### src/rtl/instr_fetch_unit.sv
// instr_fetch_unit
//   Fetch stage: owns the PC, drives the instruction memory's combinational
//   read port, and captures {pc, instr} pairs into a 2-entry queue that
//   feeds decode over a valid/ready handshake. A redirect flushes the queue
//   and reloads the PC.
//
//   Optional feature macro: FETCH_ALIGN_CHECK_EN
//     defined   - misaligned redirect target flushes, sets sticky misalign_err
//                 and halts fetch until an aligned redirect arrives.
//     undefined - low two target bits are dropped; misalign_err stays 0.
//
// Ports
//   clk, rst                 clock, async active-high reset
//   imem_address      out    read address (always the current PC)
//   imem_read_write   out    constant 0 (read)
//   imem_data         in     instruction word for imem_address
//   redirect_valid/pc in     load new PC and flush queue
//   out_valid/ready   hs     decode handshake on the queue head
//   out_instr/out_pc  out    queue head contents
//   misalign_err      out    sticky misaligned-redirect flag
module instr_fetch_unit #(
    parameter int                   ADDRWIDTH = 32,
    parameter int                   DATAWIDTH = 32,
    parameter logic [ADDRWIDTH-1:0] RESET_PC  = '0
) (
    input  logic                 clk,
    input  logic                 rst,
    output logic [ADDRWIDTH-1:0] imem_address,
    output logic                 imem_read_write,
    input  logic [DATAWIDTH-1:0] imem_data,
    input  logic                 redirect_valid,
    input  logic [ADDRWIDTH-1:0] redirect_pc,
    output logic                 out_valid,
    input  logic                 out_ready,
    output logic [DATAWIDTH-1:0] out_instr,
    output logic [ADDRWIDTH-1:0] out_pc,
    output logic                 misalign_err
);

    typedef enum logic {RUN = 1'b0, HALT = 1'b1} state_e;

    localparam logic [ADDRWIDTH-1:0] ALIGN_MASK = {{(ADDRWIDTH-2){1'b1}}, 2'b00};

    state_e                 state_q, state_d;
    logic [ADDRWIDTH-1:0]   pc_q, pc_d;
    logic [1:0]             count_q, count_d;
    logic                   rd_ptr_q, rd_ptr_d;
    logic                   wr_ptr_q, wr_ptr_d;
    logic                   misalign_q, misalign_d;

    // Queue storage is deliberately not reset; count gates its visibility.
    logic [ADDRWIDTH-1:0]   q_pc_q    [2];
    logic [DATAWIDTH-1:0]   q_instr_q [2];

    logic halted, pop, push, misalign_bad;

    assign halted = (state_q == HALT);
    assign pop    = out_valid & out_ready;
    assign push   = !redirect_valid && !halted && ((count_q != 2'd2) || pop);

`ifdef FETCH_ALIGN_CHECK_EN
    assign misalign_bad = redirect_valid && (redirect_pc[1:0] != 2'b00);
`else
    assign misalign_bad = 1'b0;
`endif

    assign imem_address    = pc_q;
    assign imem_read_write = 1'b0;
    assign out_valid       = (count_q != 2'd0);
    assign out_instr       = q_instr_q[rd_ptr_q];
    assign out_pc          = q_pc_q[rd_ptr_q];
    assign misalign_err    = misalign_q;

    always_comb begin
        state_d    = state_q;
        pc_d       = pc_q;
        count_d    = count_q;
        rd_ptr_d   = rd_ptr_q;
        wr_ptr_d   = wr_ptr_q;
        misalign_d = misalign_q;
        if (redirect_valid) begin
            // Redirect wins over push/pop; any concurrent pop is discarded.
            count_d  = 2'd0;
            rd_ptr_d = 1'b0;
            wr_ptr_d = 1'b0;
            if (misalign_bad) begin
                state_d    = HALT;
                misalign_d = 1'b1;
            end else begin
                state_d = RUN;
                pc_d    = redirect_pc & ALIGN_MASK;
            end
        end else begin
            if (pop)
                rd_ptr_d = ~rd_ptr_q;
            if (push) begin
                wr_ptr_d = ~wr_ptr_q;
                pc_d     = pc_q + ADDRWIDTH'(4);
            end
            count_d = count_q + {1'b0, push} - {1'b0, pop};
        end
    end

    always_ff @(posedge clk or posedge rst) begin
        if (rst) begin
            state_q    <= RUN;
            pc_q       <= RESET_PC;
            count_q    <= 2'd0;
            rd_ptr_q   <= 1'b0;
            wr_ptr_q   <= 1'b0;
            misalign_q <= 1'b0;
        end else begin
            state_q    <= state_d;
            pc_q       <= pc_d;
            count_q    <= count_d;
            rd_ptr_q   <= rd_ptr_d;
            wr_ptr_q   <= wr_ptr_d;
            misalign_q <= misalign_d;
        end
    end

    always_ff @(posedge clk) begin
        if (push) begin
            q_pc_q[wr_ptr_q]    <= pc_q;
            q_instr_q[wr_ptr_q] <= imem_data;
        end
    end

endmodule

### config.mk
export PLATFORM = sky130hd
export DESIGN_NAME = instr_fetch_unit
export DESIGN_NICKNAME = d
export VERILOG_FILES = /design/src/rtl/instr_fetch_unit.sv
export SDC_FILE = /design/constraint.sdc
export NUM_CORES = 1
export LEC_CHECK = 0
export CORE_MARGIN = 8
export CORE_UTILIZATION = 33
export CTS_BUF_LIST = sky130_fd_sc_hd__clkbuf_16
export DETAILED_ROUTE_END_ITERATION = 8
export HOLD_SLACK_MARGIN = 0.08
export MAX_ROUTING_LAYER = met4
export PLACE_DENSITY_LB_ADDON = 0.1
export SLEW_MARGIN = 20
export SYNTH_ARGS = -nofsm -noshare
export SYNTH_HDL_FRONTEND = slang
export SYNTH_SLANG_ARGS = --single-unit
### constraint.sdc
create_clock -name clk -period 8.85 [get_ports clk]
set_clock_uncertainty 0.15 [all_clocks]
set_input_delay 1.3275 -clock clk [delete_from_list [all_inputs] [get_ports clk]]
set_output_delay 1.3275 -clock clk [all_outputs]
set_load 0.01 [all_outputs]
==> run metrics <==
max-cap violation count 0; Port Buffer Count ~160; first-pass detailed-route iteration total 4; dominant register cell in the synthesized netlist edfxtp_1; Max Fclk about 250 MHz; Post-CTS Setup Bufs 0; Setup WS post-layout between 4000 and 5000 ps; diode count 0; initial antenna violation count 0; Post-Syn Area per Cell between 10 and 15 µm²; vias in the first global route around 4500; DR DRC count 0; sequential share of power about 44%; area grow syn2layout 37.9%; initial DRC count around 170; Pwr per Cell Area approximately 260 nW/µm²; share of the synthesized area in the top cell type a little under three fifths; Synth area leader edfxtp_1; clock tree root buffer cell clkbuf_16; Final period util 44.8%; total of fill cells in the finished design around 1800; Worst-path clk slew ~70 ps; FP Rows approximately 50; outcome finished, final reports clean; RSZ-0062 raised after global routing false; via/cell ratio 4.82; peak supply drop 0.000140 V; pre-CTS setup slack 4710 ps; Critical Path Fanout Max 63; final setup fails 0; Synth cell types 43; DIE AREA between 20000 and 25000 µm²; Max Buffers Root-to-Sink 2; clock share of power between 30% and 40%; DRT antenna net count 0; core area between 15000 and 20000 µm²; Tmin final just under 4000 ps; Final Max Tran Viols 0; Crit Path Class reg -> out; setup TNS 0 ps; sequential area share after synthesis around 70%; Post-layout nets ~670; Vias about 4200; share of cells above drive strength 1 17.3%; Ys Warns 0; total grt overflow 0; internal power about 1700 µW; PostCTS Resize Cnt 0; H-tree Lvls 4; largest net degree at the start of global routing 65; Worst Hold Class reg -> reg; Num CTS Buffers 17; register area around 4600 µm²; Mapped Cells 441; DP Wirelength between 10000 and 15000 µm; clk sinks roughly 160; Hold Vio Cnt, Final 0; first-pass GRT wire length 25000 µm; initial core utilization between 30% and 40%; slew margin rel. ~30%; number of flops mapped to enable cells by yosys roughly 120; number of hold buffers added after CTS 0; ys async rst share between 20% and 30%; commonest non-fill, non-tap cells in the layout clkdlybuf4s50_1 (157), edfxtp_1 (124), mux2_2 (62), dfrtp_1 (33), nand2_1 (32); switching power ~600 µW; Leakage about 0.0032 µW; drt wl/cell approximately 18 µm; global-route usage over all layers 13.7%; Post-Synthesis Cell Area 6560 µm²; total wire length 16100 µm; Die Ht approximately 160 µm; sw frac 26.2%; Gate power share a little under a quarter; GP Congestion a little over 0.7; crit path DAT 2480 ps; CP startpoint kind flop; Worst Path Required 7370 ps; measured slew at the worst slew-check pin 1050 ps; synthesis-stage register bit count about 160; CTS tree built; Synth area leaders edfxtp_1 (57%), dfrtp_1 (13%), mux2_2 (11%); clock latency on the worst-skew pair about 410 ps; commonest non-fill, non-tap cell in the layout clkdlybuf4s50_1; CP Capture Type output pin; Multi-input gate area 1860 µm²; number of I/O pins between 150 and 200; Die W 157 µm
## worst max-delay path, stage by stage (launching register included)
cell and delay (ps):
dfrtp_4 1010, mux2_2 420, clkdlybuf4s50_1 530
## sequential cells by signal, indices dropped and copies added, names as in the netlist
| signal | flops |
|---|---|
| q_pc_q | 60 |
| wr_ptr_q | 1 |
| q_instr_q | 64 |
| imem_address | 30 |
| rd_ptr_q | 1 |
| count_q | 2 |
## synthesized netlist by cell type (8+ instances only)
cell type,count
or4_1,10
xnor2_1,11
edfxtp_1,124
nand3_1,14
dfrtp_1,34
o21ai_0,11
nand2_1,32
mux2_2,62
inv_1,14
clkbuf_1,12
a311o_1,8
nor2_1,24
nand4_1,17
## power by group through the flow
| stage | sequential (µW) | clock, µW | combinational [µW] |
|---|---|---|---|
| floorplan | 977 | 0 | 284 |
| global placement | 1020 | 0 | 539 |
| detailed placement | 1030 | 0 | 539 |
| CTS | 1010 | 792 | 543 |
| global route | 1030 | 822 | 571 |
| finish | 1010 | 769 | 531 |
## metrics by stage
step	total power, µW	util, %	area (µm²)	hold slack, ps	instances
3_5_place_dp	1570	43.2	8410	389	847
2_1_floorplan	1260	-	6580	374	446
6_report	2310	46.5	9040	403	879
4_1_cts	2350	46.4	9030	409	879
3_3_place_gp	1560	43.2	8410	387	847
5_1_grt	2420	46.5	9040	413	879
## cells by family (layout without fill, tap and decap cells)
| kind of cell | Yosys count | after routing | synth area share [%] |
|---|---|---|---|
| muxes | 63 | 63 | 10.8 |
| other | 1 | 6 | 0.0572 |
| adders and majority gates | 3 | 3 | 0.572 |
| and+or+nand+nor | 125 | 125 | 10.2 |
| AOI/OAI and AO/OA | 38 | 38 | 4.25 |
| buffers and inverters | 40 | 208 | 2.67 |
| DFF | 158 | 158 | 69.7 |
| xor gates and xnor gates | 13 | 13 | 1.74 |
## layout make-up
class | instances | area share, %
sequential | 158 | 50.6
multi-input combinational | 248 | 20.5
timing repair buffer | 161 | 17.7
clock buffer | 17 | 4.70
tap | 265 | 3.67
clock inverter | 15 | 2.17
inverter | 15 | 0.623
## metal layers
layer	share of wire [%]	up-vias	track usage [%]
li1	-	1994	-
met1	47	2094	17.1
met2	48	127	21.7
met3	4.9	18	3.43
met4	0.97	0	4.12
met5	0	-	-
## worst paths after layout
| kind | startpoint | end | slack, ps | cells after the start |
|---|---|---|---|---|
| hold reg to reg | imem_address[31] | q_pc_q[0][31] | 400 | 0 |
| max in group asynchronous | rst | rd_ptr_q | 7010 | 3 |
| min in group asynchronous | rst | imem_address[2] | 1170 | 3 |
| setup / recovery | rd_ptr_q | out_pc[14] | 4890 | 2 |
| setup reg to reg | count_q[1] | q_pc_q[0][29] | 6280 | 4 |
| hold / removal | imem_address[31] | q_pc_q[0][31] | 400 | 0 |
Power figures use the tool's default switching activity.
